File: config.mk
export PLATFORM = sky130hd
export DESIGN_NAME = delay_line_buffer
export DESIGN_NICKNAME = d
export VERILOG_FILES = /design/src/rtl/delay_line_pkg.sv /design/src/rtl/dual_port_ram.sv /design/src/rtl/delay_line_buffer.sv
export SDC_FILE = /design/constraint.sdc
export NUM_CORES = 1
export LEC_CHECK = 0
export CAP_MARGIN = 25
export CORE_UTILIZATION = 25
export CTS_CLUSTER_DIAMETER = 150
export CTS_CLUSTER_SIZE = 14
export DETAILED_ROUTE_END_ITERATION = 10
export PLACE_DENSITY = 0.51
export SETUP_SLACK_MARGIN = 0.3
export SKIP_LAST_GASP = 1
export SLEW_MARGIN = 25
export SYNTH_ARGS = -nofsm -noshare
export SYNTH_HDL_FRONTEND = slang
export SYNTH_SLANG_ARGS = --single-unit
File: constraint.sdc
create_clock -name clk -period 2.3 [get_ports clk]
set_input_delay 0.46 -clock clk [delete_from_list [all_inputs] [get_ports clk]]
set_output_delay 0.46 -clock clk [all_outputs]
set_load 0.005 [all_outputs]
File: src/rtl/delay_line_pkg.sv
// Shared definitions for the delay line: FSM state encoding and DEPTH legality check.
package delay_line_pkg;

   typedef enum logic {
      CLEAR = 1'b0,
      RUN   = 1'b1
   } state_e;

   function automatic bit depth_ok(input int depth);
      return (depth >= 4) && ((depth & (depth - 1)) == 0);
   endfunction

endpackage

File: src/rtl/dual_port_ram.sv
// Simple dual-port block RAM: one write port, one registered read port, read-first.
module dual_port_ram #(
   parameter int WIDTH = 8,
   parameter int DEPTH = 16,
   localparam int ADDR_WIDTH = $clog2(DEPTH)
) (
   input  logic                  clk,
   input  logic                  we,
   input  logic [ADDR_WIDTH-1:0] waddr,
   input  logic [WIDTH-1:0]      wdata,
   input  logic                  rd_en,
   input  logic [ADDR_WIDTH-1:0] raddr,
   output logic [WIDTH-1:0]      rd_data
);

   logic [WIDTH-1:0] mem [DEPTH];

   always_ff @(posedge clk) begin
      if (we) mem[waddr] <= wdata;
      if (rd_en) rd_data <= mem[raddr];
   end

endmodule

File: src/rtl/delay_line_buffer.sv
// Programmable sample delay line over a circular block-RAM buffer with valid/ready on both sides.
// Define DELAY_LINE_CLEAR_EN to zero the buffer with a DEPTH-cycle sweep after every reset.
module delay_line_buffer
   import delay_line_pkg::*;
#(
   parameter int WIDTH = 8,
   parameter int DEPTH = 16,
   localparam int ADDR_WIDTH = $clog2(DEPTH)
) (
   input  logic                  clk,
   input  logic                  rst,
   input  logic [ADDR_WIDTH-1:0] delay,
   input  logic [WIDTH-1:0]      in_data,
   input  logic                  in_valid,
   output logic                  in_ready,
   output logic [WIDTH-1:0]      out_data,
   output logic                  out_valid,
   input  logic                  out_ready,
   output logic                  busy
);

   if (!depth_ok(DEPTH)) begin : g_depth_chk
      $error("delay_line_buffer: DEPTH must be a power of two >= 4");
   end

   logic [ADDR_WIDTH-1:0] wr_ptr_q, wr_ptr_d;
   logic                  out_valid_q, out_valid_d;
   logic                  byp_q, byp_d;
   logic [WIDTH-1:0]      byp_data_q, byp_data_d;
   logic                  run;
   logic                  accept;
   logic                  sweep_we;
   logic [ADDR_WIDTH-1:0] sweep_addr;
   logic                  ram_we;
   logic [ADDR_WIDTH-1:0] ram_waddr;
   logic [WIDTH-1:0]      ram_wdata;
   logic [WIDTH-1:0]      ram_rdata;

`ifdef DELAY_LINE_CLEAR_EN
   localparam logic [ADDR_WIDTH-1:0] LAST_ADDR = ADDR_WIDTH'(DEPTH - 1);

   state_e                state_q, state_d;
   logic [ADDR_WIDTH-1:0] clr_addr_q, clr_addr_d;

   always_comb begin
      state_d    = state_q;
      clr_addr_d = clr_addr_q;
      if (state_q == CLEAR) begin
         clr_addr_d = clr_addr_q + 1'b1;
         if (clr_addr_q == LAST_ADDR) state_d = RUN;
      end
   end

   always_ff @(posedge clk) begin
      if (rst) begin
         state_q    <= CLEAR;
         clr_addr_q <= '0;
      end else begin
         state_q    <= state_d;
         clr_addr_q <= clr_addr_d;
      end
   end

   assign run        = (state_q == RUN);
   assign busy       = (state_q == CLEAR);
   assign sweep_we   = (state_q == CLEAR);
   assign sweep_addr = clr_addr_q;
`else
   assign run        = 1'b1;
   assign busy       = 1'b0;
   assign sweep_we   = 1'b0;
   assign sweep_addr = '0;
`endif

   assign in_ready = run && (!out_valid_q || out_ready);
   assign accept   = in_valid && in_ready;

   always_comb begin
      wr_ptr_d    = wr_ptr_q;
      out_valid_d = out_valid_q;
      byp_d       = byp_q;
      byp_data_d  = byp_data_q;
      if (accept) begin
         wr_ptr_d    = wr_ptr_q + 1'b1;
         out_valid_d = 1'b1;
         byp_d       = (delay == '0);
         byp_data_d  = in_data;
      end else if (out_ready) begin
         out_valid_d = 1'b0;
      end
   end

   // Bypass path resets selected with zero data so out_data reads 0 out of reset.
   always_ff @(posedge clk) begin
      if (rst) begin
         wr_ptr_q    <= '0;
         out_valid_q <= 1'b0;
         byp_q       <= 1'b1;
         byp_data_q  <= '0;
      end else begin
         wr_ptr_q    <= wr_ptr_d;
         out_valid_q <= out_valid_d;
         byp_q       <= byp_d;
         byp_data_q  <= byp_data_d;
      end
   end

   assign ram_we    = !rst && (sweep_we || accept);
   assign ram_waddr = sweep_we ? sweep_addr : wr_ptr_q;
   assign ram_wdata = sweep_we ? '0 : in_data;

   dual_port_ram #(
      .WIDTH (WIDTH),
      .DEPTH (DEPTH)
   ) u_ram (
      .clk     (clk),
      .we      (ram_we),
      .waddr   (ram_waddr),
      .wdata   (ram_wdata),
      .rd_en   (accept),
      .raddr   (wr_ptr_q - delay),
      .rd_data (ram_rdata)
   );

   assign out_valid = out_valid_q;
   assign out_data  = byp_q ? byp_data_q : ram_rdata;

endmodule

==> results.py, run 1 <==
metrics = {
    "grt": {
        "gr-usage-all-layers_pct": 11.9,
        "grt_pass1_wl_mm": 22.1,
        "overflow": 0,
        "grt_pass1_vias": 3537,
        "antenna_found_initial": 0,
        "grt_max_degree": 21,
    },
    "status": {
        "status": "finished, violations left",
        "violations": "negative setup slack",
    },
    "power_and_ir_drop": {
        "power.switching_mw": 1.65,
        "power.leakage_nw": 2.88,
        "combPwrFrac_pct": 16.3,
        "sw_frac_of_total_pct": 22.8,
        "power.internal_mw": 5.60,
        "cellPowerDensity_nw_per_um2": 885,
        "peakVddDrop_mv": 0.499,
        "power_frac_clock_pct": 41.2,
        "p_seq_share_pct": 42.5,
    },
    "yosys": {
        "synthArstFlopShare_pct": 0,
        "ys_seq_area_share_pct": 70.9,
        "synthFlopType": "edfxtp_1",
        "syn_area_um2": 6160,
        "avgSynthCellArea_um2": 16.8,
        "synth-seq-cells": 150,
        "synth-edff-count": 136,
        "syn_inst": 367,
        "syn_nets": 391,
        "ys.warnings.count": 0,
        "synth_cell_type_count": 35,
    },
    "die": {
        "core_um2": 24200,
        "floorplan.rows": 57,
        "start_util_pct": 25.4,
        "ioPinCount": 27,
        "die_x_um": 159,
        "die_h_um": 159,
        "dieArea_um2": 25300,
    },
    "worst_setup_path": {
        "path_buf_inv": 3,
        "cp-end-kind": "flop",
        "crit_chain": "inv_2, ha_4, inv_4, fa_4, buf_12, mux2_4, o22ai_2, a221oi_1, mux2_2",
        "crit_arrival_ns": 2.93,
        "worst-endpoint-required_ns": 2.46,
        "crit_path_start_kind": "flop",
        "slowest_delay_ns": 0.88,
        "cp_max_fo": 13,
        "worstSetupPathType": "reg -> reg",
        "critPathTopFamily": "adder cells",
        "cpMaxStageDelayCell": "fa_4",
    },
    "drt": {
        "first_iter_violations": 182,
        "antenna_left": 0,
        "drc": 0,
        "vias": 3369,
        "routedWlPerCell_um": 18.4,
        "wirelength_mm": 14.2,
        "vias_per_cell": 4.34,
        "first_pass_iters": 4,
    },
    "sta": {
        "rsz0062_at_grt": "yes",
        "max_clock_freq_mhz": 362,
        "tightest_slew_ns": 0.645,
        "hold_viol_final": 0,
        "finalClockSkew_ns": 0.00734,
        "setup_tns_ns": -3.55,
        "hold_slack_ns": 0.450,
        "fin_crit_sh_pct": 120,
        "layout_setup_ws_ns": -0.464,
        "setup_viol": 8,
        "min_period_ns": 2.76,
        "slew_headroom_pct": 56.9,
        "maxSlewViolCount": 0,
    },
    "clock_tree": {
        "numCtsBuffers": 17,
        "cts-root-buf": "clkbuf_16",
        "clock_path_buffers": 2,
        "h-tree-depth": 4,
        "clock_latency_ns": 0.42,
        "clock-sinks": 150,
        "clkTransAtPathRegs_ns": 0.06,
        "cts_tree": "yes",
    },
    "flow_run": {
        "maxCapViolCount": 0,
    },
    "placed_design": {
        "pre_cts_slack_ns": -1.26,
        "gp_congestion": 0.733,
        "place_inst": 739,
        "numPortBuffers": 25,
        "dp_hpwl_mm": 9.44,
    },
    "min_path": {
        "hold_path_class": "reg -> reg",
    },
    "layout": {
        "nets": 463,
        "final_common_cell": "edfxtp_1",
        "drive_gt1_share_pct": 33.4,
        "antenna_cells": 0,
        "area_growth_pct": 33.1,
        "final_cell_mix": "136 x edfxtp_1, 32 x mux2_2, 28 x mux2i_1, 25 x buf_12, 20 x nand2_1",
        "final_cells": 776,
    },
}
tightest hold or removal path: cells and delay by family (launching register included):
kind / cells / cell delay [ns]
AO/OA/AOI/OAI: 1 / 0.05
AND/OR/NAND/NOR: 1 / 0.05
flip-flops: 1 / 0.30
state kept, by name, indices dropped and copies added, names as in the netlist:
register / count
byp_data_q: 8
u_ram.mem: 128
u_ram.rd_data: 8
byp_q: 1
ram_waddr: 4
out_valid: 1
worst paths after layout:
kind	slack (ns)	endpoint	start	depth (start not counted)
max reg2reg	-0.46	u_ram.rd_data[6]	ram_waddr[0]	9
max	-0.46	u_ram.rd_data[6]	ram_waddr[0]	9
min reg2reg	0.45	byp_data_q[5]	byp_data_q[5]	2
min	0.45	byp_data_q[5]	byp_data_q[5]	2
cell type report:
class / instances / area [um^2]
clock buffer: 20 / 437
clock inverter: 12 / 201
fill: 2348 / 16100
inverter: 8 / 32.5
multi-input combinational: 191 / 1840
sequential: 150 / 4370
tap: 324 / 405
timing repair buffer: 71 / 916
per-layer routing:
metal | wire, um | GRT usage [%] | up-vias
met2 | 6740 | 18.5 | 53
met1 | 6820 | 16.1 | 1731
met4 | 206 | 4.33 | 0
met3 | 474 | 3.13 | 17
met5 | 0 | 0 | -
li1 | - | - | 1568
Yosys cell counts (2+ instances only):
cell type	instances	area, um^2
a21oi_1	11	55.1
a221oi_1	15	131
and2_1	12	75.1
and3_1	4	25.0
buf_4	5	37.5
buf_6	7	78.8
clkbuf_1	5	18.8
dfxtp_1	14	280
edfxtp_1	136	4080
ha_1	7	87.6
inv_1	8	30.0
mux2_2	48	541
mux2i_1	32	320
nand2_1	20	75.1
nand2_2	2	12.5
nor2_1	6	22.5
o22ai_1	15	93.8
xor2_1	3	26.3
power by group through the flow:
stage | sequential [mW] | clock [mW] | combinational (mW)
3_3_place_gp | 3.14 | 0 | 1.06
3_5_place_dp | 3.14 | 0 | 1.06
4_1_cts | 3.08 | 3.04 | 1.17
6_report | 3.08 | 2.99 | 1.18
5_1_grt | 3.08 | 3.16 | 1.27
2_1_floorplan | 3.12 | 0 | 0.671
logic make-up after synthesis:
group	synth area share, %
mux	14.0
xor+xnor	1.10
fa+ha+maj	1.75
simple gates	4.23
flops	70.9
other cells	0.0609
buf+inv	2.74
compound gates	5.26
metrics by stage:
step	area [um^2]	utilization, %	total power [mW]
detailed placement	7330	30.2	4.20
floorplan	6210	-	3.79
global route	8200	33.8	7.52
finish	8200	33.8	7.25
global placement	7330	30.2	4.19
CTS	8150	33.6	7.29
what timing repair did:
action | 4_1_cts | 5_1_grt
setup endpoints to repair | 17 | 15
gates resized for setup | 45 | 11
buffers inserted | 3 | 2
hold buffers | 0 | 0
pin swaps | 5 | 0
Note: power is estimated with default switching activity, not from simulation.
==> inputs of run 2 (changes only) <==
- GPL_TIMING_DRIVEN: unset -> 1
- PLACE_DENSITY: 0.51 -> 0.47
==> run 2 against run 1 <==
  * The run still ends with negative setup slack left
  * Clock power about the same
  * Sequential power hardly changed
  * Via count up 2.2%
  * Cell count is 2.1% higher
  * Register-to-register slack got worse by 0.04 ns
  * Sequential share of layout area shrank 1.7 points
  * Global-route usage grew 0.17 points
  * Critical path type unchanged
  * Critical endpoint unchanged
==> results.py, run 2 (synthesized netlist as in run 1, its figures left out) <==
metrics = {
    "die": {
        "die_x_um": 159,
        "ioPinCount": 27,
        "dieArea_um2": 25300,
        "start_util_pct": 25.4,
        "core_um2": 24200,
        "die_h_um": 159,
        "floorplan.rows": 57,
    },
    "grt": {
        "grt_pass1_vias": 3635,
        "overflow": 0,
        "gr-usage-all-layers_pct": 12.1,
        "grt_max_degree": 21,
        "antenna_found_initial": 0,
        "grt_pass1_wl_mm": 22.5,
    },
    "worst_setup_path": {
        "worst-endpoint-required_ns": 2.46,
        "crit_arrival_ns": 2.97,
        "worstReg2RegEnd": "u_ram.rd_data[6]",
        "crit_path_start_kind": "flop",
        "reg2reg_from": "ram_waddr[0]",
        "crit_end": "u_ram.rd_data[6]",
        "regToRegSetupSlack_ns": -0.51,
        "r2r_cells": 11,
        "worstSetupPathType": "reg -> reg",
        "cp-end-kind": "flop",
        "cp-startpoint": "ram_waddr[0]",
        "cp_max_fo": 5,
    },
    "sta": {
        "maxSlewViolCount": 0,
        "rsz0062_at_grt": "yes",
        "setup_tns_ns": -3.76,
        "tightest_slew_ns": 0.688,
        "max_clock_freq_mhz": 356,
        "hold_slack_ns": 0.453,
        "fin_crit_sh_pct": 122,
        "setup_viol": 8,
        "finalClockSkew_ns": 0.00963,
        "min_period_ns": 2.81,
        "slew_headroom_pct": 54.0,
        "layout_setup_ws_ns": -0.506,
        "hold_viol_final": 0,
    },
    "power_and_ir_drop": {
        "p_seq_share_pct": 41.2,
        "power_frac_clock_pct": 39.8,
        "power.internal_mw": 5.76,
        "power.switching_mw": 1.72,
        "peakVddDrop_mv": 0.423,
        "sw_frac_of_total_pct": 23.0,
        "power.leakage_nw": 3.03,
        "cellPowerDensity_nw_per_um2": 883,
        "finalPower_mw": 7.47,
        "combPwrFrac_pct": 19.0,
    },
    "drt": {
        "first_iter_violations": 263,
        "routedWlPerCell_um": 18.3,
        "first_pass_iters": 4,
        "antenna_left": 0,
        "wirelength_mm": 14.5,
        "drc": 0,
        "vias": 3444,
        "vias_per_cell": 4.35,
    },
    "clock_tree": {
        "clock_path_buffers": 2,
        "numCtsBuffers": 17,
        "clock_latency_ns": 0.42,
        "h-tree-depth": 4,
        "cts_tree": "yes",
        "ctsHoldBuffers": 0,
        "clock-sinks": 150,
        "clkTransAtPathRegs_ns": 0.06,
        "cts-root-buf": "clkbuf_16",
    },
    "status": {
        "status": "finished, violations left",
        "violations": "negative setup slack",
    },
    "layout": {
        "drive_gt1_share_pct": 37.6,
        "top_register": "u_ram.mem",
        "nets": 479,
        "area_growth_pct": 37.4,
        "largestRegisters": "u_ram.mem (128), byp_data_q (8), u_ram.rd_data (8)",
        "fillers": 2314,
        "final_cell_mix": "136 x edfxtp_1, 27 x mux2_2, 26 x buf_4, 26 x buf_12, 25 x mux2i_1",
        "final_common_cell": "edfxtp_1",
        "finalCoreUtilization_pct": 34.9,
        "antenna_cells": 0,
        "largest_register_ffs": 128,
    },
    "placed_design": {
        "pre_cts_slack_ns": -1.23,
        "dp_hpwl_mm": 9.63,
        "gp_congestion": 0.727,
        "numPortBuffers": 25,
    },
    "min_path": {
        "hold_path_class": "reg -> reg",
        "whs_path_depth": 2,
    },
    "flow_run": {
        "maxCapViolCount": 0,
    },
}
-- run 2: cell types whose count changed in the layout (fill, tap and decap cells not counted), sizes merged --
cell / change
inv: -1
buf: +16
clkdlybuf4s15: -2
clkbuf: -3
dlygate4sd2: +2
clkinv: +3
clkinvlp: +1
-- run 2: worst max-delay path, cell delays in order, from the launching register on --
cell	delay (ns)
dfxtp_2	0.32
inv_2	0.07
ha_4	0.13
inv_2	0.04
fa_4	0.82
buf_12	0.13
buf_12	0.11
mux2_4	0.30
o22ai_2	0.15
buf_4	0.15
a221oi_1	0.05
mux2_4	0.27
-- run 2: power by group through the flow --
| stage | Sequential, mW | Clock (mW) | Combinational [mW] |
|---|---|---|---|
| after floorplan | 3.12 | 0 | 0.671 |
| after global placement | 3.14 | 0 | 1.08 |
| after detailed placement | 3.14 | 0 | 1.09 |
| after CTS | 3.08 | 3.04 | 1.41 |
| after global routing | 3.08 | 3.14 | 1.51 |
| final | 3.08 | 2.98 | 1.42 |
-- run 2: worst min path at each step --
| stage | start | to | slack [ns] |
|---|---|---|---|
| after floorplan | byp_data_q[0] | byp_data_q[0] | 0.43 |
| after global placement | byp_data_q[3] | byp_data_q[3] | 0.44 |
| after detailed placement | byp_data_q[3] | byp_data_q[3] | 0.45 |
| after CTS | byp_data_q[3] | byp_data_q[3] | 0.46 |
| after global routing | byp_data_q[7] | byp_data_q[7] | 0.47 |
| final | byp_data_q[0] | byp_data_q[0] | 0.45 |
-- run 2: area by class of cell --
cell class	instances	area [um^2]	area share (%)
sequential	150	4370	51.6
multi-input combinational	191	1890	22.3
timing repair buffer	87	1130	13.4
clock buffer	17	425	5.03
tap	324	405	4.79
clock inverter	15	210	2.48
inverter	8	30.0	0.355
-- run 2: per-layer routing --
layer | GRT usage, % | wire length [um]
met3 | 2.79 | 435
met4 | 4.46 | 170
met1 | 15.7 | 6790
met2 | 19.7 | 7090
met5 | 0 | 0
-- run 2: repair_timing --
item | 4_1_cts | 5_1_grt
gates resized for setup | 63 | 10
buffers inserted | 10 | 1
hold endpoints to repair | 0 | 0
pin swaps | 5 | 2
cloned | 4 | 0
setup endpoints to repair | 17 | 29
-- run 2: stage by stage --
| step | area, um^2 | std cells |
|---|---|---|
| finish | 8460 | 792 |
| global route | 8460 | 792 |
| CTS | 8420 | 791 |
| detailed placement | 7360 | 745 |
| global placement | 7360 | 745 |
| floorplan | 6210 | 367 |
==> inputs of run 3 (changes only) <==
- ABC_AREA: unset -> 1
- SLEW_MARGIN: 25 -> 20
==> run 3 against run 2 <==
  * The flow now finishes without violations
  * Fmax is 32% higher
  * Total power increased by 1.9%
  * Synthesized cell count up 93%
  * Clock power about the same
==> results.py, run 3 <==
metrics = {
    "placed_design": {
        "place_inst": 1094,
        "dp_hpwl_mm": 11.6,
        "numPortBuffers": 25,
        "gp_congestion": 0.821,
        "pre_cts_slack_ns": -0.443,
        "place_area_um2": 7770,
    },
    "clock_tree": {
        "ctsHoldBuffers": 0,
        "clock-sinks": 150,
        "numCtsBuffers": 17,
        "h-tree-depth": 4,
        "cts-root-buf": "clkbuf_16",
        "cts_tree": "yes",
        "clock_latency_ns": 0.43,
        "clock_path_buffers": 2,
        "clkTransAtPathRegs_ns": 0.06,
    },
    "die": {
        "die_x_um": 167,
        "die_h_um": 167,
        "core_um2": 26900,
        "ioPinCount": 27,
        "floorplan.rows": 60,
        "dieArea_um2": 28000,
        "start_util_pct": 25.4,
    },
    "yosys": {
        "syn_area_um2": 6830,
        "synth-edff-count": 136,
        "yosys-top-cells-area": "edfxtp_1 60%, nand2_1 13%, inv_1 7.8%, nand3_1 5.1%, dfxtp_1 4.1%",
        "post-synth-top-count-cell": "nand2_1",
        "synth_cell_type_count": 26,
        "ys_seq_area_share_pct": 63.9,
        "ys.warnings.count": 0,
        "avgSynthCellArea_um2": 9.61,
        "syn_inst": 710,
        "synthArstFlopShare_pct": 0,
        "syn_nets": 734,
        "ys_top_cells_by_count": "240 x nand2_1, 142 x inv_1, 136 x edfxtp_1, 70 x nand3_1, 28 x nor2_1",
        "synthDominantCellAreaShare_pct": 59.8,
        "synth_top_area_cell": "edfxtp_1",
        "synth-seq-cells": 150,
        "synthFlopType": "edfxtp_1",
    },
    "layout": {
        "final_cells": 1135,
        "largest_register_ffs": 128,
        "largestRegisters": "u_ram.mem (128), byp_data_q (8), u_ram.rd_data (8)",
        "top_register": "u_ram.mem",
        "antenna_cells": 0,
        "area_growth_pct": 32.3,
        "drive_gt1_share_pct": 23.3,
        "nets": 805,
        "final_common_cell": "nand2_1",
        "final_cell_mix": "210 x nand2_1, 139 x inv_1, 136 x edfxtp_1, 40 x buf_4, 39 x nand3_2",
        "fin_area_um2": 9030,
    },
    "grt": {
        "grt_max_degree": 27,
        "grt_use_met1_pct": 18.4,
        "antenna_found_initial": 0,
        "grtUsageMet3_pct": 2.22,
        "grt_pass1_wl_mm": 28.1,
        "gr-usage-all-layers_pct": 13.6,
        "overflow": 0,
        "grt_pass1_vias": 4782,
        "grt.busiest_layer": "met2",
        "grt_use_met2_pct": 22.4,
    },
    "drt": {
        "vias": 4706,
        "routedWlPerCell_um": 16.4,
        "first_pass_iters": 7,
        "wirelength_mm": 18.7,
        "first_iter_violations": 308,
        "vias_per_cell": 4.15,
        "antenna_left": 0,
        "drc": 0,
    },
    "power_and_ir_drop": {
        "p_seq_share_pct": 40.6,
        "power.internal_mw": 5.53,
        "sw_frac_of_total_pct": 27.4,
        "power.leakage_nw": 3.95,
        "peakVddDrop_mv": 0.401,
        "power_frac_clock_pct": 38.9,
        "cellPowerDensity_nw_per_um2": 843,
        "combPwrFrac_pct": 20.5,
        "power.switching_mw": 2.08,
    },
    "min_path": {
        "min_from": "byp_data_q[3]",
        "hold_path_class": "reg -> reg",
    },
    "flow_run": {
        "maxCapViolCount": 0,
    },
    "worst_setup_path": {
        "cp-end-kind": "output pin",
        "worst-endpoint-required_ns": 1.84,
        "crit_arrival_ns": 1.67,
        "reg2reg_from": "ram_waddr[0]",
        "cp_max_fo": 9,
        "crit_path_start_kind": "flop",
        "cp-startpoint": "byp_q",
        "worstSetupPathType": "reg -> out",
    },
    "sta": {
        "setup_viol": 0,
        "fin_crit_sh_pct": 92.7,
        "maxSlewViolCount": 0,
        "max_clock_freq_mhz": 469,
        "min_period_ns": 2.13,
        "hold_viol_final": 0,
        "layout_setup_ws_ns": 0.168,
        "rsz0062_at_grt": "yes",
        "finalClockSkew_ns": 0.0110,
    },
    "status": {
        "status": "finished clean",
    },
}
-- run 3: final cells by class --
type / count / area [um^2]
well taps: 341 / 427
flip-flops and latches: 150 / 4370
inverters: 147 / 562
clock inverters: 15 / 200
clock buffers: 17 / 425
fillers: 2751 / 17800
repair buffers: 79 / 860
multi-input cells: 386 / 2190
-- run 3: kinds of logic after synthesis --
family                     count (synthesis)  synth area share (%)
and+or+nand+nor                          346                  20.7
adders and majority gates                  8                  1.58
muxes                                      8                  1.32
AOI/OAI and AO/OA                         19                  1.39
DFF                                      150                  63.9
other                                      1                0.0549
buffers and inverters                    174                  10.0
xor gates and xnor gates                   4                  1.01
-- run 3: timing repair --
action | in CTS | in global routing
cloned | 1 | 7
setup endpoints to repair | 17 | 16
resized for setup | 29 | 82
pin swaps | 3 | 36
setup buffers | 1 | 0
-- run 3: worst paths after layout --
kind,to,slack (ns),cells after the start
min,byp_data_q[3],0.48,2
max reg2reg,u_ram.rd_data[1],0.20,12
max,out_data[7],0.17,2
min reg2reg,byp_data_q[3],0.48,2
-- run 3: metal layers --
layer	part of all wire (%)	routed length (um)
met1	45	8480
met4	0.71	133
met2	49	9190
met5	0	0
met3	4.6	859
-- run 3: power by group through the flow --
| stage | combinational, mW | sequential (mW) | clock (mW) |
|---|---|---|---|
| after floorplan | 0.693 | 3.12 | 0 |
| after global placement | 1.15 | 3.15 | 0 |
| after detailed placement | 1.14 | 3.15 | 0 |
| after CTS | 1.24 | 3.09 | 3.01 |
| after global routing | 1.70 | 3.10 | 3.11 |
| final | 1.56 | 3.09 | 2.96 |
-- run 3: worst max-delay path: stages, from the launching register on --
cell and delay [ns]:
dfxtp_4 0.42, mux2_2 0.37, clkdlybuf4s50_1 0.46
-- run 3: per-stage QoR --
stage	util (%)	total power [mW]	TNS (ns)	hold WS, ns
CTS	31.7	7.34	0	0.489
finish	33.6	7.61	0	0.482
floorplan	-	3.82	0	0.449
global route	33.6	7.91	0	0.517
global placement	28.9	4.30	-3.10	0.457
detailed placement	28.9	4.29	-3.17	0.469
==> variant (config.mk and constraints of run 1) <==
`byp_data_q` no longer has a reset.
--- a/src/rtl/delay_line_buffer.sv
+++ b/src/rtl/delay_line_buffer.sv
@@ -98,3 +98,2 @@
          byp_q       <= 1'b1;
-         byp_data_q  <= '0;
       end else begin
@@ -103,4 +102,7 @@
          byp_q       <= byp_d;
-         byp_data_q  <= byp_data_d;
       end
+   end
+
+   always_ff @(posedge clk) begin
+      byp_data_q <= byp_data_d;
    end
Check against the original RTL: not equivalent (a bounded check fails within 4 cycles, from zero or initial values and one cycle with rst high).
==> variant against run 1 <==
- the run still ends with setup timing left
- die area decreased by 0.50%
- first-iteration DRC count increased by 31%
- total power decreased by 2.5%
- area after synthesis fell by 0.51%
- critical path type unchanged
- wire length down 6.4%
- largest cell class unchanged
- final area increased by 1.0%
- setup slack got worse by 0.092 ns
- worst hold slack gained 0.16 ns
- sequential cell count is the same
- critical endpoint is now u_ram.rd_data[2]
- non-clock buffer count increased by 11
- core utilization grew 1.1 points
==> variant: results (changes against run 1) <==
Status -> complete, but fails checks
Failing checks -> setup timing
Reg area -> 0.00445 mm² (+1.8%)
Avg Inst Size Synth -> 18.0 µm² (+7.4%)
Initial Util -> 25.8% (+0.40 points)
Filler-free cell count of the finished design -> 758 (-2.3%)
Setup-failing EPs final -> 8 (unchanged)
Routed met1 length -> 6.22 mm (-8.7%)
Slew @ Worst Pin -> 0.694 ns (+0.0498 ns)
WHS Path Cells -> 3 (+1)
Worst-path fanout max -> 5 (-8)
GR Layer Usage met3 -> 3.92% (+0.79 points)
Final hold slack -> 0.610 ns (+0.159 ns)
Clk power -> 2650 µW (-11%)
Hold EP -> out_valid
Total power -> 7070 µW (-2.5%)
DRT Wirelength -> 13.3 mm (-6.4%)
Clock buffer cells -> 19 (-5.0%)
Ranking of synthesized cells by area -> edfxtp_1 (71%), mux2_2 (8.8%), mux2i_1 (5.2%)
All-Layer GR Usage -> 11.6% (-0.33 points)
Placed insts -> 716 (-3.1%)
Setup TNS -> -4.16 ns (-0.605 ns)
Vias per cell -> 4.32 (-0.54%)
Worst vdd ir -> 532 µV (+6.7%)
R2r worst-path depth -> 11 (+2)
Number of flops mapped to enable cells by yosys -> 144 (+5.9%)
Unique masters post-synth -> 34 (-2.9%)
Final worst slack -> -0.557 ns (-0.0924 ns)
First-pass GRT wire length -> 20.5 mm (-7.2%)
Clock buf/inv share -> 6.84% (-0.94 points)
Combinational Power -> 1330 µW (+13%)
CP Capture Point -> u_ram.rd_data[2]
Leak -> 0.00292 µW (+1.3%)
Cell Area, Placed -> 0.00737 mm² (+0.65%)
Met1 usage -> 15.8% (-0.27 points)
FILL cells -> 2239 (-4.6%)
Cell Area, Synth -> 0.00613 mm² (-0.51%)
==> variant: changes by cell type after synthesis <==
cell      delta
nand2_1     -16
a21oi_1      -8
dfxtp_1      -8
edfxtp_1     +8
clkbuf_1     -2
buf_1        -1
==> variant: cell families after synthesis <==
logic type | Yosys count | share of synthesized area [%]
adder cells (fa/ha/maj) | 8 | 1.76
AND/OR/NAND/NOR | 35 | 3.27
XOR/XNOR | 6 | 1.10
other | 1 | 0.0612
AO/OA/AOI/OAI | 37 | 4.64
flip-flops | 150 | 72.5
buffers and inverters | 23 | 2.57
multiplexers | 80 | 14.1
==> variant: repair_timing <==
| action | in CTS | in global routing |
|---|---|---|
| pin swaps | 8 | 1 |
| gates cloned | 3 | 0 |
| resized for setup | 58 | 7 |
| setup endpoints to repair | 17 | 14 |
| hold buffers | 0 | 0 |
| setup buffers | 7 | 0 |
